`config.mk`:
```
export PLATFORM = sky130hd
export DESIGN_NAME = cache_evict_fill_flat
export DESIGN_NICKNAME = d
export VERILOG_FILES = /design/src/rtl/cache_evict_fill_pkg.sv /design/src/rtl/cache_evict_fill_if.sv /design/src/rtl/cache_evict_fill_beatcounter.sv /design/src/rtl/cache_evict_fill.sv /design/src/flat_wrapper.sv
export SDC_FILE = /design/constraint.sdc
export NUM_CORES = 1
export LEC_CHECK = 0
export ABC_AREA = 1
export BUFFER_PORTS_ARGS = -buffer_cell sky130_fd_sc_hd__buf_2
export CAP_MARGIN = 5
export CORE_AREA = 2 2 297 299
export DETAILED_ROUTE_END_ITERATION = 10
export DIE_AREA = 0 0 299 301
export MAX_ROUTING_LAYER = met4
export PLACE_DENSITY = 0.54
export RECOVER_POWER = 100
export SYNTH_ARGS = -nofsm -noshare
export SYNTH_HDL_FRONTEND = slang
export SYNTH_SLANG_ARGS = --single-unit
export TNS_END_PERCENT = 50
```
`constraint.sdc`:
```
create_clock -name clk -period 2.4 [get_ports clk]
set_clock_uncertainty 0.05 [all_clocks]
set_input_delay 0.48 -clock clk [delete_from_list [all_inputs] [get_ports clk]]
set_output_delay 0.48 -clock clk [all_outputs]
set_load 0.05 [all_outputs]
```
`src/rtl/cache_evict_fill_pkg.sv`:
```
// Shared definitions for the miss-handling evict/fill block: FSM states and
// the geometry helpers that turn the offset/word widths into line, beat and
// physical-address sizes.
package cache_evict_fill_pkg;

    typedef enum logic [1:0] {
        IDLE   = 2'd0,
        EVICT  = 2'd1,
        FETCH  = 2'd2,
        COMMIT = 2'd3
    } state_t;

    // Line size in bits for a line of 2^offsetlen bytes.
    function automatic int calc_linelen(input int offsetlen);
        return 8 * (1 << offsetlen);
    endfunction

    // Number of bus beats needed to move one line.
    function automatic int calc_beats(input int offsetlen, input int wordlen);
        return calc_linelen(offsetlen) / wordlen;
    endfunction

    // Physical address width: tag, set index and byte offset.
    function automatic int calc_palen(input int taglen, input int setlen, input int offsetlen);
        return taglen + setlen + offsetlen;
    endfunction

    // Beat counter width; a line is assumed to span at least two beats.
    function automatic int calc_beatw(input int beats);
        return (beats > 1) ? $clog2(beats) : 1;
    endfunction

endpackage

```
`src/rtl/cache_evict_fill_if.sv`:
```
// Signal bundle between the cache controller / replacement policy / bus and
// the evict-fill block. The block itself connects through the slave modport.
interface cache_evict_fill_if #(
    parameter int NUMWAYS   = 4,
    parameter int SETLEN    = 9,
    parameter int OFFSETLEN = 5,
    parameter int TAGLEN    = 20,
    parameter int WORDLEN   = 64
) ();
    import cache_evict_fill_pkg::*;

    localparam int LINELEN = calc_linelen(OFFSETLEN);
    localparam int PALEN   = calc_palen(TAGLEN, SETLEN, OFFSETLEN);

    // Miss request
    logic                 MissValid;
    logic                 MissReady;
    logic [TAGLEN-1:0]    MissTag;
    logic [SETLEN-1:0]    MissSet;

    // Victim chosen by the replacement policy
    logic [NUMWAYS-1:0]   VictimWay;
    logic                 VictimDirty;
    logic [TAGLEN-1:0]    VictimTag;
    logic [LINELEN-1:0]   VictimLine;

    // Memory bus
    logic                 BusReq;
    logic                 BusWrite;
    logic [PALEN-1:0]     BusAdr;
    logic [WORDLEN-1:0]   BusWData;
    logic [WORDLEN-1:0]   BusRData;
    logic                 BusReady;

    // Cache array side
    logic [NUMWAYS-1:0]   FillWay;
    logic [SETLEN-1:0]    FillSet;
    logic [LINELEN-1:0]   FillLine;
    logic                 FillWriteEn;
    logic                 ClearValid;
    logic                 SetValid;
    logic                 LRUWriteEn;
    logic                 Done;

    modport slave (
        input  MissValid, MissTag, MissSet,
        input  VictimWay, VictimDirty, VictimTag, VictimLine,
        input  BusRData, BusReady,
        output MissReady,
        output BusReq, BusWrite, BusAdr, BusWData,
        output FillWay, FillSet, FillLine, FillWriteEn,
        output ClearValid, SetValid, LRUWriteEn, Done
    );

    modport master (
        output MissValid, MissTag, MissSet,
        output VictimWay, VictimDirty, VictimTag, VictimLine,
        output BusRData, BusReady,
        input  MissReady,
        input  BusReq, BusWrite, BusAdr, BusWData,
        input  FillWay, FillSet, FillLine, FillWriteEn,
        input  ClearValid, SetValid, LRUWriteEn, Done
    );

endinterface

```
`src/rtl/cache_evict_fill_beatcounter.sv`:
```
// Beat counter for line transfers: cleared when a miss is accepted, advanced
// on each completed bus beat, wrapping to zero after the last beat.
module cache_evict_fill_beatcounter #(
    parameter int BEATS = 4,
    parameter int BEATW = 2
) (
    input  logic             clk,
    input  logic             reset,
    input  logic             en,
    input  logic             clr,
    output logic [BEATW-1:0] beat,
    output logic             last
);

    assign last = (beat == BEATW'(BEATS - 1));

    // Clear has priority so a new miss always starts at beat 0.
    always_ff @(posedge clk or negedge reset) begin
        if (!reset) begin
            beat <= '0;
        end else if (clr) begin
            beat <= '0;
        end else if (en) begin
            beat <= last ? '0 : beat + 1'b1;
        end
    end

endmodule

```
`src/rtl/cache_evict_fill.sv`:
```
// Miss handler: on an accepted miss it writes back a dirty victim line beat
// by beat, fetches the missing line into a line buffer, then commits the line
// to the cache array in a single cycle.
module cache_evict_fill
    import cache_evict_fill_pkg::*;
#(
    parameter int NUMWAYS   = 4,
    parameter int SETLEN    = 9,
    parameter int OFFSETLEN = 5,
    parameter int TAGLEN    = 20,
    parameter int WORDLEN   = 64
) (
    input  logic                 clk,
    input  logic                 reset,
    cache_evict_fill_if.slave    bus
);

    localparam int LINELEN = calc_linelen(OFFSETLEN);
    localparam int BEATS   = calc_beats(OFFSETLEN, WORDLEN);
    localparam int BEATW   = calc_beatw(BEATS);
    // Byte-within-beat address bits, always zero on the bus.
    localparam int ZEROW   = OFFSETLEN - BEATW;

    state_t               state;
    state_t               state_nx;

    logic [TAGLEN-1:0]    tag_q;
    logic [TAGLEN-1:0]    vtag_q;
    logic [SETLEN-1:0]    set_q;
    logic [NUMWAYS-1:0]   way_q;
    logic [LINELEN-1:0]   line_q;
    logic                 first_q;

    logic                 accept;
    logic                 beat_en;
    logic                 beat_last;
    logic [BEATW-1:0]     beat;

    assign accept  = bus.MissValid && (state == IDLE);
    // BusReq is only raised in EVICT/FETCH, so a stray BusReady elsewhere
    // never advances the counter or stores data.
    assign beat_en = bus.BusReq && bus.BusReady;

    cache_evict_fill_beatcounter #(
        .BEATS (BEATS),
        .BEATW (BEATW)
    ) u_beatcounter (
        .clk   (clk),
        .reset (reset),
        .en    (beat_en),
        .clr   (accept),
        .beat  (beat),
        .last  (beat_last)
    );

    // Cache-side outputs come straight from the latched miss; the line buffer
    // holds the victim during EVICT and is overwritten by fetched beats.
    assign bus.FillWay    = way_q;
    assign bus.FillSet    = set_q;
    assign bus.FillLine   = line_q;
    assign bus.ClearValid = first_q;

    // FSM state register.
    always_ff @(posedge clk or negedge reset) begin
        if (!reset) begin
            state <= IDLE;
        end else begin
            state <= state_nx;
        end
    end

    // Next-state and bus/commit outputs.
    always_comb begin
        state_nx        = state;
        bus.MissReady   = 1'b0;
        bus.BusReq      = 1'b0;
        bus.BusWrite    = 1'b0;
        bus.BusAdr      = '0;
        bus.BusWData    = '0;
        bus.FillWriteEn = 1'b0;
        bus.SetValid    = 1'b0;
        bus.LRUWriteEn  = 1'b0;
        bus.Done        = 1'b0;
        case (state)
            IDLE: begin
                bus.MissReady = 1'b1;
                if (bus.MissValid) begin
                    state_nx = bus.VictimDirty ? EVICT : FETCH;
                end
            end
            EVICT: begin
                bus.BusReq   = 1'b1;
                bus.BusWrite = 1'b1;
                bus.BusAdr   = {vtag_q, set_q, beat, {ZEROW{1'b0}}};
                bus.BusWData = line_q[int'(beat)*WORDLEN +: WORDLEN];
                if (beat_en && beat_last) begin
                    state_nx = FETCH;
                end
            end
            FETCH: begin
                bus.BusReq = 1'b1;
                bus.BusAdr = {tag_q, set_q, beat, {ZEROW{1'b0}}};
                if (beat_en && beat_last) begin
                    state_nx = COMMIT;
                end
            end
            COMMIT: begin
                bus.FillWriteEn = 1'b1;
                bus.SetValid    = 1'b1;
                bus.LRUWriteEn  = 1'b1;
                bus.Done        = 1'b1;
                state_nx        = IDLE;
            end
            default: state_nx = IDLE;
        endcase
    end

    // Latch the miss and victim on accept; collect fetched beats afterwards.
    always_ff @(posedge clk or negedge reset) begin
        if (!reset) begin
            tag_q   <= '0;
            vtag_q  <= '0;
            set_q   <= '0;
            way_q   <= '0;
            line_q  <= '0;
            first_q <= 1'b0;
        end else begin
            first_q <= accept;
            if (accept) begin
                tag_q  <= bus.MissTag;
                vtag_q <= bus.VictimTag;
                set_q  <= bus.MissSet;
                way_q  <= bus.VictimWay;
                line_q <= bus.VictimLine;
            end else if (state == FETCH && beat_en) begin
                line_q[int'(beat)*WORDLEN +: WORDLEN] <= bus.BusRData;
            end
        end
    end

endmodule
```
`src/flat_wrapper.sv`:
```
// flat-port wrapper written by rule: the top's interface ports become plain ports
module cache_evict_fill_flat import cache_evict_fill_pkg::*;
#(
    parameter int NUMWAYS   = 4,
    parameter int SETLEN    = 9,
    parameter int OFFSETLEN = 5,
    parameter int TAGLEN    = 20,
    parameter int WORDLEN   = 64
)
  (clk, reset, bus_MissValid, bus_MissTag, bus_MissSet, bus_VictimWay, bus_VictimDirty, bus_VictimTag, bus_VictimLine, bus_BusRData, bus_BusReady, bus_MissReady, bus_BusReq, bus_BusWrite, bus_BusAdr, bus_BusWData, bus_FillWay, bus_FillSet, bus_FillLine, bus_FillWriteEn, bus_ClearValid, bus_SetValid, bus_LRUWriteEn, bus_Done);
  cache_evict_fill_if #(.NUMWAYS(NUMWAYS), .SETLEN(SETLEN), .OFFSETLEN(OFFSETLEN), .TAGLEN(TAGLEN), .WORDLEN(WORDLEN)) bus_i ();
  input  logic clk;
  input  logic reset;
  input wire logic [$bits(bus_i.MissValid)-1:0] bus_MissValid;
  input wire logic [$bits(bus_i.MissTag)-1:0] bus_MissTag;
  input wire logic [$bits(bus_i.MissSet)-1:0] bus_MissSet;
  input wire logic [$bits(bus_i.VictimWay)-1:0] bus_VictimWay;
  input wire logic [$bits(bus_i.VictimDirty)-1:0] bus_VictimDirty;
  input wire logic [$bits(bus_i.VictimTag)-1:0] bus_VictimTag;
  input wire logic [$bits(bus_i.VictimLine)-1:0] bus_VictimLine;
  input wire logic [$bits(bus_i.BusRData)-1:0] bus_BusRData;
  input wire logic [$bits(bus_i.BusReady)-1:0] bus_BusReady;
  output wire logic [$bits(bus_i.MissReady)-1:0] bus_MissReady;
  output wire logic [$bits(bus_i.BusReq)-1:0] bus_BusReq;
  output wire logic [$bits(bus_i.BusWrite)-1:0] bus_BusWrite;
  output wire logic [$bits(bus_i.BusAdr)-1:0] bus_BusAdr;
  output wire logic [$bits(bus_i.BusWData)-1:0] bus_BusWData;
  output wire logic [$bits(bus_i.FillWay)-1:0] bus_FillWay;
  output wire logic [$bits(bus_i.FillSet)-1:0] bus_FillSet;
  output wire logic [$bits(bus_i.FillLine)-1:0] bus_FillLine;
  output wire logic [$bits(bus_i.FillWriteEn)-1:0] bus_FillWriteEn;
  output wire logic [$bits(bus_i.ClearValid)-1:0] bus_ClearValid;
  output wire logic [$bits(bus_i.SetValid)-1:0] bus_SetValid;
  output wire logic [$bits(bus_i.LRUWriteEn)-1:0] bus_LRUWriteEn;
  output wire logic [$bits(bus_i.Done)-1:0] bus_Done;
  assign bus_i.MissValid = bus_MissValid;
  assign bus_i.MissTag = bus_MissTag;
  assign bus_i.MissSet = bus_MissSet;
  assign bus_i.VictimWay = bus_VictimWay;
  assign bus_i.VictimDirty = bus_VictimDirty;
  assign bus_i.VictimTag = bus_VictimTag;
  assign bus_i.VictimLine = bus_VictimLine;
  assign bus_i.BusRData = bus_BusRData;
  assign bus_i.BusReady = bus_BusReady;
  assign bus_MissReady = bus_i.MissReady;
  assign bus_BusReq = bus_i.BusReq;
  assign bus_BusWrite = bus_i.BusWrite;
  assign bus_BusAdr = bus_i.BusAdr;
  assign bus_BusWData = bus_i.BusWData;
  assign bus_FillWay = bus_i.FillWay;
  assign bus_FillSet = bus_i.FillSet;
  assign bus_FillLine = bus_i.FillLine;
  assign bus_FillWriteEn = bus_i.FillWriteEn;
  assign bus_ClearValid = bus_i.ClearValid;
  assign bus_SetValid = bus_i.SetValid;
  assign bus_LRUWriteEn = bus_i.LRUWriteEn;
  assign bus_Done = bus_i.Done;
  cache_evict_fill #(.NUMWAYS(NUMWAYS), .SETLEN(SETLEN), .OFFSETLEN(OFFSETLEN), .TAGLEN(TAGLEN), .WORDLEN(WORDLEN)) u_core (.clk(clk), .reset(reset), .bus(bus_i));
endmodule
```
==> results_dict.tcl <==
set metrics [dict create \
    globalRouteMet3Util_pct 4.95 \
    fin_crit_ns 2.67 \
    drt_iter0_markers 2070 \
    startpoint_type "flip-flop" \
    ir_worst_vdd_v 0.000934 \
    cp-startpoint "u_core.u_beatcounter.beat[0]" \
    crit_cells 6 \
    grt_max_degree 100 \
    die_x_um 299 \
    end_kind "output pin" \
    yosys_warnings 0 \
    fillers 9695 \
    crit_path_end "bus_BusWData[45]" \
    timing.rr.start "u_core.state[1]" \
    syn_area_sq_um 19300 \
    tns_ns -19.23 \
    dp_hpwl_um 76000 \
    grt-busiest-layer "met2" \
    gp_congestion 0.937 \
    drive_gt1_share_pct 22.8 \
    ys_seq_elements 314 \
    max_freq_ghz 0.375 \
    hold_ws_ns 0.0451 \
    clkTransAtPathRegs_ns 0.06 \
    routed_wl_um 110000 \
    cts_tree "built" \
    io_buffers 749 \
    async_flop_share_pct 100 \
    via_count 23076 \
    drv_slew 49 \
    use_met1_pct 29.2 \
    hp-class "input pin to flip-flop" \
    reg2reg_slack_ns -0.16 \
    hold_viol_final 0 \
    failed_checks "max-capacitance violations, max-slew violations, negative setup slack" \
    synth_top_area_share_pct 40.6 \
    maxCapViolCount 1 \
    cts_buffers 40 \
    drc_errors 0 \
    cts_max_level 2 \
    p_leak_uw 0.0145 \
    path_cells "inv_12 -> bufbuf_16 -> nand2_1 -> nand3_1 -> a21oi_2 -> buf_4" \
    required_ns 1.87 \
    slowest_delay_ns 0.56 \
    worstRegToRegCells 10 \
    r2r_end "u_core.bus.FillLine[184]" \
    cp_max_fo 13 \
    areaGrowthSynthToFinish_pct 44.8 \
    wl_per_cell_um 22.4 \
    rows 108 \
    status "finished, violations left" \
    tightest_slew_ns 1.81 \
    ys_seq_area_share_pct 40.6 \
    drtPass1Iterations 7 \
    cts-root-buf "clkbuf_16" \
    grt_use_met2_pct 38.7 \
    die_y_um 301 \
    cts_buffer_depth 3 \
    ys_top_cells_by_count "1134 x nand2_1, 671 x nand3_1, 332 x inv_1, 314 x dfrtp_1, 208 x nor2_1" \
    grt_usage_pct 23.8 \
    dieArea_sq_um 90000 \
    relSlewSlack_pct -21.0 \
    synth_top_cells_by_area "dfrtp_1 41%, nand2_1 22%, nand3_1 17%, inv_1 6.4%, nor2_1 4.0%" \
    ys_types 21 \
    synth_cells 3006 \
    synth_most_common_cell "nand2_1" \
    synth_edf_count 0 \
    clock_latency_ns 0.57 \
    grt_overflow 0 \
    setup_ws_ns -0.269 \
    cpMaxStageDelayCell "dfrtp_4" \
    setup_viol 148 \
    cp.arrival_ns 2.14 \
    ios 753 \
    critical_path.top_delay_family "buffers and inverters" \
    routed_via_density 4.69 \
    antenna_found_initial 35 \
    grt_pass1_wl_um 155000 \
    start_util_pct 22.4 \
    cts.sinks 314 \
    core_area_sq_um 86500 \
    final_antenna_net_count 0 \
    syn_avg_cell_area_sq_um 6.44 \
    final_net_count 4093 \
    crit_type "flip-flop to output pin" \
    worst-path-buf-inv 3 \
    synth_top_area_cell "dfrtp_1" \
    rsz0062_at_grt "yes" \
    ys.flop_type "dfrtp_1" \
    grt_pass1_vias 22717 \
    holdPathStages 3 \
    power.density_nw_per_um2 1710 \
    min_period_over_period_pct 111 \
]
## report_power, final
| group | total (uW) | internal, uW | switching (uW) | leakage [uW] |
|---|---|---|---|---|
| sequential | 10500 | 7840 | 2700 | 0.00390 |
| combinational | 31100 | 8210 | 22900 | 0.0100 |
| clock | 6170 | 3610 | 2560 | 0.000634 |
| total | 47800 | 19700 | 28100 | 0.0145 |
## sequential cells by signal, indices dropped and copies added, names as in the netlist
signal	cells
u_core.bus.FillLine	256
u_core.bus.FillSet	9
u_core.u_beatcounter.beat	2
u_core.vtag_q	20
u_core.bus.FillWay	4
u_core.bus.ClearValid	1
u_core.tag_q	20
u_core.state	2
## routing by layer
layer / routed length (um) / vias to the layer above
li1: - / 10773
met1: 44800 / 10967
met2: 53000 / 1126
met3: 8930 / 210
met4: 3690 / 0
met5: 0 / -
## cells in the final DEF, fill, tap and decap left out, drive strengths merged
master,n
a21oi,84
buf,583
bufbuf,1
bufinv,1
clkbuf,357
clkinv,3
conb,3
dfrtp,314
diode,31
dlygate4sd3,1
ha,11
inv,336
nand2,1139
nand3,671
nand4,2
nor2,211
nor3,1
o21ai,14
## tightest hold or removal path, stage by stage
cell     delay, ns
buf_2         0.07
nand2_1       0.04
nand2_1       0.04
## final cells by class
type                       instances  area (sq um)  area share (%)
sequential                       314          7860            28.1
antenna                           31          77.6           0.277
multi-input combinational       2136         10100            36.0
clock inverter                     4          52.6           0.188
clock buffer                      66          1240            4.43
tap                             1155          1450            5.16
inverter                         336          1310            4.68
timing repair buffer             876          5960            21.3
## stage by stage
stage	util (%)	worst slack (ns)	power, uW	cells	instance area [sq um]
final	32.4	-0.269	47800	4918	28000
after global routing	32.4	-0.343	50400	4917	28000
after CTS	32.1	-0.299	47400	4871	27800
after detailed placement	29.4	0.158	39300	4782	25400
after global placement	29.4	0.168	39100	4782	25400
after floorplan	-	-0.0950	29400	3008	19700
## what timing repair did
action / CTS / global route
hold buffers: 1 / 0
hold endpoints to repair: 38 / 0
setup buffers: 11 / 8
endpoints found under the setup margin: 96 / 168
cloned: 7 / 9
gates resized for setup: 219 / 110
pin swaps: 10 / 19
## cells by family after synthesis
kind of cell,synth area share [%]
DFF,40.6
adders and majority gates,0.711
other,0.0194
and+or+nand+nor,43.8
AOI/OAI and AO/OA,2.53
buffers and inverters,12.3
## how the worst min path moves through the flow
stage	from	endpoint
after floorplan	reset	u_core.bus.ClearValid
after CTS	bus_MissTag[5]	u_core.tag_q[5]
after global routing	bus_VictimTag[12]	u_core.vtag_q[12]
after global placement	u_core.vtag_q[3]	u_core.vtag_q[3]
after detailed placement	u_core.tag_q[11]	u_core.tag_q[11]
final	bus_MissTag[11]	u_core.tag_q[11]
Note: power is estimated with default switching activity, not from simulation.
